<file path="config.mk">
export PLATFORM = sky130hd
export DESIGN_NAME = counter_updown_param
export DESIGN_NICKNAME = d
export VERILOG_FILES = /design/src/rtl/counter_pkg.sv /design/src/rtl/counter_step.sv /design/src/rtl/counter_updown_param.sv
export SDC_FILE = /design/constraint.sdc
export NUM_CORES = 1
export LEC_CHECK = 0
export BUFFER_PORTS_ARGS = -buffer_cell sky130_fd_sc_hd__buf_4
export CAP_MARGIN = 20
export CORE_ASPECT_RATIO = 1.25
export CORE_MARGIN = 2
export CORE_UTILIZATION = 40
export DETAILED_ROUTE_END_ITERATION = 7
export PLACE_DENSITY = 0.6
export SYNTH_ARGS = -nofsm -noshare
export SYNTH_HDL_FRONTEND = slang
export SYNTH_SLANG_ARGS = --single-unit
</file>
<file path="constraint.sdc">
create_clock -name clk -period 3.9 [get_ports clk]
set_clock_uncertainty 0.2 [all_clocks]
set_input_delay 0.195 -clock clk [delete_from_list [all_inputs] [get_ports clk]]
set_output_delay 0.195 -clock clk [all_outputs]
set_load 0.01 [all_outputs]
</file>
<file path="src/rtl/counter_pkg.sv">
`default_nettype none
// ============================================================
// Module : counter_pkg
// Brief  : Shared mode encodings for the windowed up/down counter
// Rev    : 1.0
// ============================================================
package counter_pkg;

  typedef enum logic [1:0] {
    MODE_UP      = 2'd0,
    MODE_DOWN    = 2'd1,
    MODE_BOUNCE  = 2'd2,
    MODE_ONESHOT = 2'd3
  } mode_e;

endpackage
`default_nettype wire

</file>
<file path="src/rtl/counter_step.sv">
`default_nettype none
// ============================================================
// Module : counter_step
// Brief  : Next-state function for one enabled counting edge
// Rev    : 1.0
// ============================================================
module counter_step
  import counter_pkg::*;
#(
  parameter int WIDTH = 3
) (
  input  logic [WIDTH-1:0] counter,
  input  logic             dir,
  input  logic             done,
  input  logic [1:0]       mode,
  input  logic [WIDTH-1:0] lo,
  input  logic [WIDTH-1:0] hi,
  output logic [WIDTH-1:0] counter_nxt,
  output logic             dir_nxt,
  output logic             turn,
  output logic             done_nxt
);

  localparam logic [WIDTH-1:0] c_one = {{(WIDTH-1){1'b0}}, 1'b1};

  logic out_of_window;
  assign out_of_window = (counter < lo) || (counter > hi);

  always_comb begin
    counter_nxt = counter;
    dir_nxt     = dir;
    turn        = 1'b0;
    done_nxt    = done;

    case (mode_e'(mode))
      MODE_UP: begin
        dir_nxt = 1'b1;
        if (out_of_window) begin
          counter_nxt = lo;
        end else if (counter == hi) begin
          counter_nxt = lo;
          turn        = 1'b1;
        end else begin
          counter_nxt = counter + c_one;
        end
      end

      MODE_DOWN: begin
        dir_nxt = 1'b0;
        if (out_of_window) begin
          counter_nxt = hi;
        end else if (counter == lo) begin
          counter_nxt = hi;
          turn        = 1'b1;
        end else begin
          counter_nxt = counter - c_one;
        end
      end

      MODE_BOUNCE: begin
        if (out_of_window) begin
          counter_nxt = lo;
          dir_nxt     = 1'b1;
        end else if (lo == hi) begin
          // Degenerate window: value is pinned, only the direction flips.
          dir_nxt = ~dir;
          turn    = 1'b1;
        end else if (dir) begin
          if (counter == hi) begin
            dir_nxt     = 1'b0;
            counter_nxt = hi - c_one;
            turn        = 1'b1;
          end else begin
            counter_nxt = counter + c_one;
          end
        end else begin
          if (counter == lo) begin
            dir_nxt     = 1'b1;
            counter_nxt = lo + c_one;
            turn        = 1'b1;
          end else begin
            counter_nxt = counter - c_one;
          end
        end
      end

      MODE_ONESHOT: begin
        if (done) begin
          counter_nxt = hi;
        end else if (out_of_window) begin
          counter_nxt = lo;
        end else begin
          if (counter != hi) begin
            counter_nxt = counter + c_one;
          end
          if (counter_nxt == hi) begin
            done_nxt = 1'b1;
            turn     = 1'b1;
          end
        end
      end

      default: ;
    endcase
  end

endmodule
`default_nettype wire

</file>
<file path="src/rtl/counter_updown_param.sv">
`default_nettype none
// ============================================================
// Module : counter_updown_param
// Brief  : Windowed up/down/bounce/one-shot counter with preload
// Rev    : 1.0
// ============================================================
module counter_updown_param
  import counter_pkg::*;
#(
  parameter int               WIDTH   = 3,
  parameter logic [WIDTH-1:0] RST_VAL = '0
) (
  input  logic             clk,
  input  logic             clr,
  input  logic             en,
  input  logic [1:0]       mode,
  input  logic [WIDTH-1:0] lo,
  input  logic [WIDTH-1:0] hi,
  input  logic             load,
  input  logic [WIDTH-1:0] load_val,
  output logic [WIDTH-1:0] counter,
  output logic             dir,
  output logic             turn,
  output logic             done,
  output logic             cfg_err
);

  logic [WIDTH-1:0] counter_q, counter_d;
  logic             dir_q, dir_d;
  logic             turn_q, turn_d;
  logic             done_q, done_d;

  logic [WIDTH-1:0] step_counter;
  logic             step_dir;
  logic             step_turn;
  logic             step_done;

  assign cfg_err = (lo > hi);

  counter_step #(
    .WIDTH (WIDTH)
  ) u_step (
    .counter     (counter_q),
    .dir         (dir_q),
    .done        (done_q),
    .mode        (mode),
    .lo          (lo),
    .hi          (hi),
    .counter_nxt (step_counter),
    .dir_nxt     (step_dir),
    .turn        (step_turn),
    .done_nxt    (step_done)
  );

  // Priority below clr: load, then bad window, then enable, then count.
  always_comb begin
    counter_d = counter_q;
    dir_d     = dir_q;
    turn_d    = 1'b0;
    done_d    = done_q;

    if (load) begin
      counter_d = load_val;
      done_d    = 1'b0;
      if (mode_e'(mode) == MODE_DOWN) begin
        dir_d = 1'b0;
      end
    end else if (!cfg_err && en) begin
      counter_d = step_counter;
      dir_d     = step_dir;
      turn_d    = step_turn;
      done_d    = step_done;
    end
  end

  always_ff @(posedge clk) begin
    if (clr) begin
      counter_q <= RST_VAL;
      dir_q     <= 1'b1;
      turn_q    <= 1'b0;
      done_q    <= 1'b0;
    end else begin
      counter_q <= counter_d;
      dir_q     <= dir_d;
      turn_q    <= turn_d;
      done_q    <= done_d;
    end
  end

  assign counter = counter_q;
  assign dir     = dir_q;
  assign turn    = turn_q;
  assign done    = done_q;

endmodule
`default_nettype wire
</file>
## After elaboration in Yosys (flattened, before gate mapping)

Cells that the tools add are included.

- Register bits after elaboration: 6
- Input port bits: 15
- Word-level logic and storage cells: 72

- Add/sub/neg operators: 4
- Order comparisons: 3
- Eq/ne operators: 10
- Multiplexer cells: 38
- Bitwise gates (word level): 2
- Reduce and logical (&&, ||, !) cells: 11

Operator list:

| operator | number |
|---|---|
| 3-bit 2-to-1 mux | 17 |
| 1-bit 2-to-1 mux | 18 |
| 3-bit equality test | 4 |
| 3-bit one-hot mux with 4 select lines | 1 |
| 3-bit by 1-bit adder with 3-bit output (second input constant) | 2 |
| 3-bit greater-than comparator | 2 |
| 3-bit by 1-bit subtractor with 3-bit output (second input constant) | 2 |
| 2-bit equality test (second input constant) | 2 |
| 4-bit by 3-bit inequality test with 1-bit output (second input constant) | 1 |
| 1-bit one-hot mux with 4 select lines | 1 |
| 2-bit AND reduction | 2 |
| 3-bit < comparator | 1 |
| 3-bit inequality test | 1 |
| 1-bit one-hot mux with 3 select lines | 1 |
| 3-bit AND reduction | 1 |
| 3-bit nonzero test | 1 |
| 3-bit OR reduction | 1 |
| 2-bit by 1-bit equality test with 1-bit output (second input constant) | 1 |
| 2-bit zero test | 1 |
| 2-bit by 1-bit inequality test with 1-bit output (second input constant) | 1 |
| 1-bit NOT | 2 |
| 2-bit nonzero test | 1 |
| 2-bit OR reduction | 1 |
| 1-bit logical AND | 1 |
| other kinds (2) | 2 |

## Logic depth before layout (Yosys ltp)

Gate-level depths: netlist of run 1.

- Depth after elaboration: 10
- Depth in mapped cells: 9
- Depth with buffers taken out: 8

## Cells and area by module

From an unflattened synthesis of run 1, not the netlist that was laid out.

- Cells, all modules: 181
- Area, all modules: 1,296.2 µm²

Modules (own cells, without submodules):

| module | instances | cells an instance | area each (µm²) |
|---|---|---|---|
| counter_step | 1 | 136 | 899.6 |
| counter_updown_param | 1 | 45 | 396.6 |

## Worst setup path after synthesis of run 1

No wires, ideal clock.

- Path type: register to register
- Start point: register counter_q[0], in the netlist counter[0]
- End point: register counter_q[0], in the netlist counter[0]
- Arrival time: 2.492 ns
- Slack: 1.091 ns
- Cell stages (with the launch flop): 10
- Path buffers: 1
- Period minus slack after synthesis: 2.809 ns
- Cells stage by stage: dfxtp_1 -> inv_1 -> ha_1 -> and3_1 -> buf_6 -> mux2i_1 -> a2111oi_2 -> o31ai_1 -> or4_1 -> a32o_1

- Longest elaborated chain between the ends: 10
- Elaborated cells on any way between the ends: 28
- Classes of those cells: add/sub: 2; order compare: 2; eq/ne: 4; mux: 18; reduce/logical: 2

RTL lines:

| element | line | RTL |
|---|---|---|
| from (decl) | counter_updown_param.sv:28 | `logic [WIDTH-1:0] counter_q, counter_d;` |
| from (signal assigned) | counter_updown_param.sv:83 | `counter_q <= counter_d;` |
| 3-bit by 1-bit adder with 3-bit output or 3-bit inequality test (tied branches) | - |  |
| 3-bit 2-to-1 mux | counter_step.sv:93 | `if (counter != hi) begin` |
| 3-bit 2-to-1 mux | counter_step.sv:90 | `end else if (out_of_window) begin` |
| 3-bit 2-to-1 mux | counter_step.sv:88 | `if (done) begin` |
| 3-bit 2-to-1 mux | counter_step.sv:35 | `case (mode_e'(mode))` |
| 3-bit 2-to-1 mux | counter_step.sv:90 |  |
| 3-bit 2-to-1 mux | counter_step.sv:88 |  |
| 3-bit one-hot mux with 4 select lines | counter_step.sv:35 |  |
| 3-bit 2-to-1 mux | counter_updown_param.sv:68 | `end else if (!cfg_err && en) begin` |
| 3-bit 2-to-1 mux | counter_updown_param.sv:62 | `if (load) begin` |

Parallel ways exist; a longest one is shown, timed or not. The select of a mux whose other input is x is not followed.
A chain may end at the register's enable or synchronous reset.

## Worst setup path in the final report of run 1

Same ends and word-level chain as after synthesis.

==> out/results.ini, run 1 <==
[routing]
wl_met1_mm=1.50
dr.pass1.iters=4
ant_nets=0
drtIter0Drc=53
vias=1333
wire_per_inst_um=17.7
route.detailed.vias_per_inst=6.35
drc_errors=0
met2RoutedLength_mm=1.91
wl_met3_um=236
dr.max_layer_used=met4
routed_wl_mm=3.73

[floorplanning]
die-area_um2=3380
core_um2=2730
io_pins=22
initial_core_util_pct=42.9
die_y_um=64.5
rows=21
die_w_um=52.4

[power]
ir_drop_mv=0.153
p_total_mw=0.350
power.share.clock_pct=15.5
p_leak_nw=0.632
switching_share_pct=44.7
powerDensity_nw_per_um2=254
combinationalPowerShare_pct=62.3
power_frac_seq_pct=22.2
internal_power_mw=0.194
p_switching_mw=0.157

[job]
maxCapViolCount=0

[cts]
clk_latency_ns=0.24
cts_tree=yes
ctsHoldBuffers=1
cts.clk_slew.worst_paths_ns=0.04
cts_resized=0
root_buffer=clkbuf_4
clk_path_buf_depth=2
post_cts.repair.setup_buffers=0
numCtsBuffers=3
cts_sinks=6
ctsHtreeMaxLevel=1

[yosys]
ys_types=54
synth_top_family_by_area=compound AO/OA/AOI/OAI gates
synthAdderAreaFrac_pct=13.9
synth_edf_count=0
synth_top_area_share_pct=13.9
syn_inst=156
synth_compound_area_share_pct=31.7
synth_area_leaders=ha_1 14%, dfxtp_1 10%, mux2i_1 6.8%
yosysTopAreaCell=ha_1
synth-simple-area-share_pct=22.5
synth_nets=184
ys_ff_latch=6
synth_mux_area_share_pct=6.84
ys_async_sr_fraction_pct=0
yosysWarnings=0
syn_area_um2=1170
synth_xor_area_share_pct=7.91
ys.flop_type=dfxtp_1
post_synth.cell_area_avg_um2=7.51
synth-seq-area-share_pct=10.3

[critical_path]
crit_family=simple AND/OR/NAND/NOR gates
crit_type=reg -> reg
r2r-start=counter[0]
cpPeakStageDelay_ns=0.59
cp.arrival_ns=3.12
critPathBufInv=1
startpoint_type=flop
crit_path_start=counter[0]
path_cells=inv_1, ha_1, and3_1, mux2i_1, a2111oi_2, o31ai_1, or4_1, a32o_1
critPathMaxFanout=7
slowest_stage=or4_1
cp-end-kind=flop
required_ns=3.83

[run_status]
status=finished, final reports clean

[sta]
worst-slew-pin-transition_ns=0.503
setup_viol=0
rsz0062_at_grt=no
fmax_mhz=314
slew_viol_final=0
tns_ns=0
layout_worst_path_cycle_share_pct=81.7
fin_hold_ws_ns=0.00577
finalHoldViolCount=0
relSlewSlack_pct=66.2
fin_crit_ns=3.19
timing.final.ws_setup_ns=0.712

[final_layout]
insertedDiodeCount=0
drive_gt1_share_pct=16.5
finalNetCount=206
final_util_pct=50.5
instances_no_fill=210
fill_cells=283
fin_area_um2=1380
synthToLayoutAreaGrowth_pct=17.8

[place]
dp_cells=206
placed_area_um2=1350
post-place-ws_ns=0.800
port_buffers=21
gp_congestion=0.986
dp_hpwl_mm=3.02

[global_route]
grt_pass1_vias=1237
grtUsageTotal_pct=22.8
grt_pass1_wl_mm=5.82
antenna_found_initial=0
gr-total-overflow=0
grt_max_degree=13

[min_path]
hp-class=in -> reg
hp-start=load

-- registers in the layout (all words and copies together) (netlist names) --
name	count
dir	1
done	1
counter	3
turn	1
-- logic make-up after synthesis --
family | count (synthesis)
buffers and inverters | 19
and+or+nand+nor | 50
AOI/OAI and AO/OA | 51
DFF | 6
adders and majority gates | 13
xor gates and xnor gates | 9
muxes | 8
-- worst paths after layout --
path,to,slack [ns],cells past startpoint
max,counter[0],0.71,8
min,done,0.006,2
min reg2reg,counter[0],0.43,1
max reg2reg,counter[0],0.71,8
-- power by group through the flow --
stage	logic, mW	registers (mW)	clock network, mW
2_1_floorplan	0.152	0.0739	0
5_1_grt	0.236	0.0786	0.0618
3_5_place_dp	0.212	0.0785	0
6_report	0.218	0.0776	0.0544
4_1_cts	0.214	0.0774	0.0567
3_3_place_gp	0.214	0.0782	0
-- cell usage after synthesis, drive strengths merged (2+ instances only) --
cell,number
nand2,17
a21oi,15
ha,13
inv,13
mux2i,8
nand3,7
xnor2,7
dfxtp,6
nor2,5
a2111oi,4
a211oi,4
a41oi,3
and3,3
buf,3
clkbuf,3
nor2b,3
o21ai,3
o31ai,3
a21o,2
a32o,2
and3b,2
nor3,2
nor4,2
-- cell usage in the layout (no fill, tap or decap), drive strengths merged, types with 2 or more instances in the layout --
master    n
mux2i     8
and3b     2
o31ai     3
dfxtp     6
a211oi    4
nor2b     3
ha       13
and3      3
nor3      2
a41oi     3
a32o      2
a21o      2
buf      22
inv      13
a21oi    15
a2111oi   4
nand3     7
nand2    17
nor2      5
xnor2     7
clkbuf    3
nor4      2
o21ai     3
-- per-layer routing --
layer  global-route usage (%)  vias up
met1                     27.8      615
met5                        0        -
met4                     11.5        0
li1                         -      639
met2                     38.6       69
met3                     2.30       10
-- layout make-up --
class,instances,area [µm²],area share [%]
inverters,13,48.8,3.54
repair buffers,23,175,12.7
clock buffers,3,22.5,1.63
flip-flops and latches,6,120,8.70
multi-input cells,131,971,70.4
well taps,34,42.5,3.08
Power figures use the tool's default switching activity.
==> run 2: changes to the inputs <==
Clock period 3.9 ns to 2.95 ns, I/O delays scaled along.
==> run 2 against run 1 <==
Compared with the run above:
- die area stayed put
- power is 42% higher
- sequential share of layout area is 0.38 points lower
- global-route usage is 3.0 points higher
- register-to-register slack worse by 0.53 ns
- worst setup slack worse by 0.53 ns
- sequential cell count stayed put
- routed wire length is 11% higher
- via count is 2.3% higher
- first-iteration DRC count is 34% higher
- non-clock buffer count is 9 higher
- largest cell class unchanged
- highest routed layer unchanged
==> out/results.ini, run 2 (same netlist as run 1, synthesis figures left out) <==
[floorplanning]
die_y_um=64.5
die_w_um=52.4
io_pins=22
core_um2=2730
die-area_um2=3380
rows=21
initial_core_util_pct=42.9

[cts]
cts_tree=yes
root_buffer=clkbuf_4
clk_path_buf_depth=2
post_cts.repair.setup_buffers=0
clk_latency_ns=0.25
ctsHtreeMaxLevel=1
numCtsBuffers=3
cts.clk_slew.worst_paths_ns=0.05
cts_sinks=6

[routing]
drtIter0Drc=71
ant_nets=0
route.detailed.vias_per_inst=6.23
routed_wl_mm=4.12
wire_per_inst_um=18.8
vias=1364
drc_errors=0
dr.pass1.iters=4

[global_route]
gr-total-overflow=0
antenna_found_initial=0
grtUsageTotal_pct=25.8
grt_max_degree=12
grt_pass1_vias=1386
grt_pass1_wl_mm=6.56

[place]
dp_cells=214
post-place-ws_ns=0.0298
gp_congestion=0.962
dp_hpwl_mm=3.25
port_buffers=21

[critical_path]
worst-r2r-setup-slack_ns=0.18
required_ns=2.89
r2r-end=counter[0]
crit_type=reg -> reg
startpoint_type=flop
cp.arrival_ns=2.70
r2r-start=counter[1]
critPathMaxFanout=6
cp-end-kind=flop
reg2reg_depth=7

[sta]
finalHoldViolCount=0
tns_ns=0
timing.final.ws_setup_ns=0.181
slew_viol_final=0
fin_crit_ns=2.77
relSlewSlack_pct=70.2
fmax_mhz=361
layout_worst_path_cycle_share_pct=93.9
worst-slew-pin-transition_ns=0.436
fin_hold_ws_ns=0.0582
rsz0062_at_grt=no
setup_viol=0

[final_layout]
largest_reg_flops=3
final_util_pct=53.3
mostFrequentLayoutCell=buf_4
fill_cells=283
finalNetCount=215
instances_no_fill=219
mostFrequentLayoutCells=30 x buf_4, 17 x nand2_1, 14 x a21oi_1
drive_gt1_share_pct=21.6
insertedDiodeCount=0
synthToLayoutAreaGrowth_pct=24.5

[min_path]
hold_end=counter[1]
whs_path_depth=4
hp-class=in -> reg
hp-start=load_val[1]

[job]
maxCapViolCount=0

[power]
p_leak_nw=0.677
powerDensity_nw_per_um2=342
ir_drop_mv=0.204

[run_status]
status=finished, final reports clean

==> run 2: repair_timing <==
action | 4_1_cts | 5_1_grt
endpoints found under the setup margin | 1 | 2
hold endpoints to repair | 3 | 0
resized for setup | 1 | 3
hold buffers | 2 | 0
==> run 2: worst max-delay path by stage <==
| stage | slack [ns] | endpoint | from |
|---|---|---|---|
| floorplan | 0.14 | counter[0] | counter[0] |
| global placement | 0.04 | counter[2] | counter[2] |
| detailed placement | 0.03 | counter[0] | counter[2] |
| CTS | 0.07 | counter[0] | counter[2] |
| global route | 0.04 | counter[0] | counter[1] |
| finish | 0.18 | counter[0] | counter[1] |
==> run 2: layout make-up <==
type	instances	area (µm²)	share of cell area, %
multi-input combinational	131	977	67.0
timing repair buffer	32	245	16.8
sequential	6	121	8.33
inverter	13	48.8	3.35
tap	34	42.5	2.92
clock buffer	3	22.5	1.55
==> run 2: stage by stage <==
stage / power [mW] / area, µm²
3_3_place_gp: 0.409 / 1410
3_5_place_dp: 0.407 / 1410
2_1_floorplan: 0.298 / 1170
6_report: 0.499 / 1460
4_1_cts: 0.494 / 1450
5_1_grt: 0.532 / 1460
==> run 2: critical path: stages, from the launching register on <==
cell and delay (ns):
dfxtp_1 0.45, ha_1 0.31, and3b_2 0.21, o21a_1 0.27, a2111oi_2 0.31, o31ai_1 0.12, or4_1 0.54, a32o_1 0.25
==> run 2: report_power, final <==
group,total [mW],internal [mW],switching [mW]
clock network,0.0798,0.0463,0.0335
logic,0.324,0.140,0.183
registers,0.0953,0.0874,0.00788
==> run 2: per-layer routing <==
layer  up-vias  GRT usage (%)  part of all wire [%]
met2        72           41.6                    47
met5         -              0                     0
li1        656              -                     -
met3        16           4.61                   7.4
met1       620           31.8                    41
met4         0           13.8                   4.7
==> run 3: changes to the inputs <==
Settings changed: CORE_ASPECT_RATIO 1.25 to unset.
==> run 3 against run 2 <==
Compared with the run above:
- fmax fell by 0.29%
- worst setup slack worse by 0.0080 ns
- global-route usage is 0.14 points lower
- clock power increased by 2%
- via count grew 3.4%
- clock-buffer cell count unchanged
- highest routed layer unchanged
==> out/results.ini, run 3 (same netlist as run 1, synthesis figures left out) <==
[final_layout]
drive_gt1_share_pct=21.9
synthToLayoutAreaGrowth_pct=25.1
fill_cells=282
finalNetCount=217
largest_reg_flops=3
insertedDiodeCount=0
mostFrequentLayoutCells=32 x buf_4, 17 x nand2_1, 15 x a21oi_1
ff_latch_area_um2=120
multi_input_area_um2=975
mostFrequentLayoutCell=buf_4

[sta]
timing.final.ws_setup_ns=0.173
finalHoldViolCount=0
worst-slew-pin-transition_ns=0.561
fin_crit_ns=2.78
layout_worst_path_cycle_share_pct=94.1
tns_ns=0
fmax_mhz=360
slew_viol_final=0
setup_viol=0
relSlewSlack_pct=61.6
rsz0062_at_grt=no

[run_status]
status=finished, final reports clean

[global_route]
grt_pass1_wl_mm=6.61
antenna_found_initial=0
grtUsageTotal_pct=25.7
grt_pass1_vias=1393
gr-total-overflow=0
grt_max_degree=11

[routing]
routed_wl_mm=4.09
dr.pass1.iters=4
drc_errors=0
wire_per_inst_um=18.8
route.detailed.vias_per_inst=6.47
vias=1410
drtIter0Drc=105
ant_nets=0

[critical_path]
cp.arrival_ns=2.72
r2r-start=counter[2]
cp-end-kind=flop
reg2reg_depth=7
startpoint_type=flop
worst-r2r-setup-slack_ns=0.17
slowest_stage=or4_1
required_ns=2.89
path_cells=ha_1, a21oi_1, and2_1, nor2_2, a41o_1, or4_1, a32o_1
crit_type=reg -> reg
cpPeakStageDelay_ns=0.41
crit_family=simple AND/OR/NAND/NOR gates
critPathMaxFanout=7
r2r-end=counter[0]
critPathBufInv=0

[cts]
cts.clk_slew.worst_paths_ns=0.05
ctsHtreeMaxLevel=1
clk_path_buf_depth=2
cts_sinks=6
clk_latency_ns=0.26
root_buffer=clkbuf_4
cts_tree=yes
numCtsBuffers=3

[floorplanning]
initial_core_util_pct=42.5
core_um2=2760
io_pins=22
die_w_um=58.1
die-area_um2=3380
die_y_um=58.1
rows=19

[min_path]
hold_end=counter[1]
hp-class=in -> reg
hp-start=load_val[1]
whs_path_depth=4

[power]
p_leak_nw=0.685
ir_drop_mv=0.268
powerDensity_nw_per_um2=342

[place]
port_buffers=21
dp_hpwl_mm=3.26
gp_congestion=0.962
post-place-ws_ns=0.0604

[job]
maxCapViolCount=0

[run 3: changes by cell type in the layout (fill, tap and decap cells not counted)]
cell,before,now
a21oi_2,1,0
dfxtp_2,1,0
a21oi_1,14,15
and3_1,3,2
and3_2,0,1
buf_4,30,32
dfxtp_1,5,6
[run 3: area by class of cell]
cell class	count	share of cell area [%]
repair buffers	34	17.8
flip-flops and latches	6	8.20
clock buffers	3	1.54
well taps	31	2.65
inverters	13	3.33
multi-input cells	131	66.5
[run 3: routing by layer]
layer / track usage [%] / wire (µm)
met1: 32.6 / 1700
met2: 43.8 / 1900
met3: 3.35 / 352
met4: 9.97 / 140
met5: 0 / 0
[run 3: how the worst max path moves through the flow]
stage	to	slack [ns]	cells after the start	from
detailed placement	counter[0]	0.06	7	counter[2]
global route	counter[0]	0.02	7	counter[2]
CTS	counter[2]	0.04	9	counter[0]
global placement	counter[2]	0.004	9	counter[0]
floorplan	counter[0]	0.14	9	counter[0]
finish	counter[0]	0.17	7	counter[2]
[run 3: worst register-to-register path: stages (launching register included)]
cell and delay, ns:
dfxtp_1 0.39, ha_1 0.32, a21oi_1 0.34, and2_1 0.37, nor2_2 0.14, a41o_1 0.25, or4_1 0.41, a32o_1 0.24
[run 3: metrics by stage]
| step | utilization [%] | total power, mW | area (µm²) | hold slack [ns] | std cells |
|---|---|---|---|---|---|
| 6_report | 53.1 | 0.501 | 1470 | 0.0531 | 218 |
| 5_1_grt | 53.1 | 0.534 | 1470 | 0.0716 | 218 |
| 4_1_cts | 53.0 | 0.491 | 1460 | 0.0589 | 218 |
| 3_5_place_dp | 51.5 | 0.410 | 1420 | 0.157 | 213 |
| 3_3_place_gp | 51.5 | 0.412 | 1420 | 0.156 | 213 |
| 2_1_floorplan | - | 0.298 | 1170 | 0.0243 | 156 |
[run 3: repair_timing]
action / in CTS / in global routing
gates resized for setup: 0 / 3
endpoints found under the setup margin: 0 / 2
endpoints found under the hold margin: 3 / 0
hold buffers: 2 / 0
buffers inserted: 0 / 0
[run 3: report_power, final]
group	switching (mW)	total (mW)	internal [mW]
Sequential	0.00556	0.0927	0.0871
Clock	0.0351	0.0815	0.0464
Combinational	0.185	0.327	0.142
Total	0.226	0.501	0.275
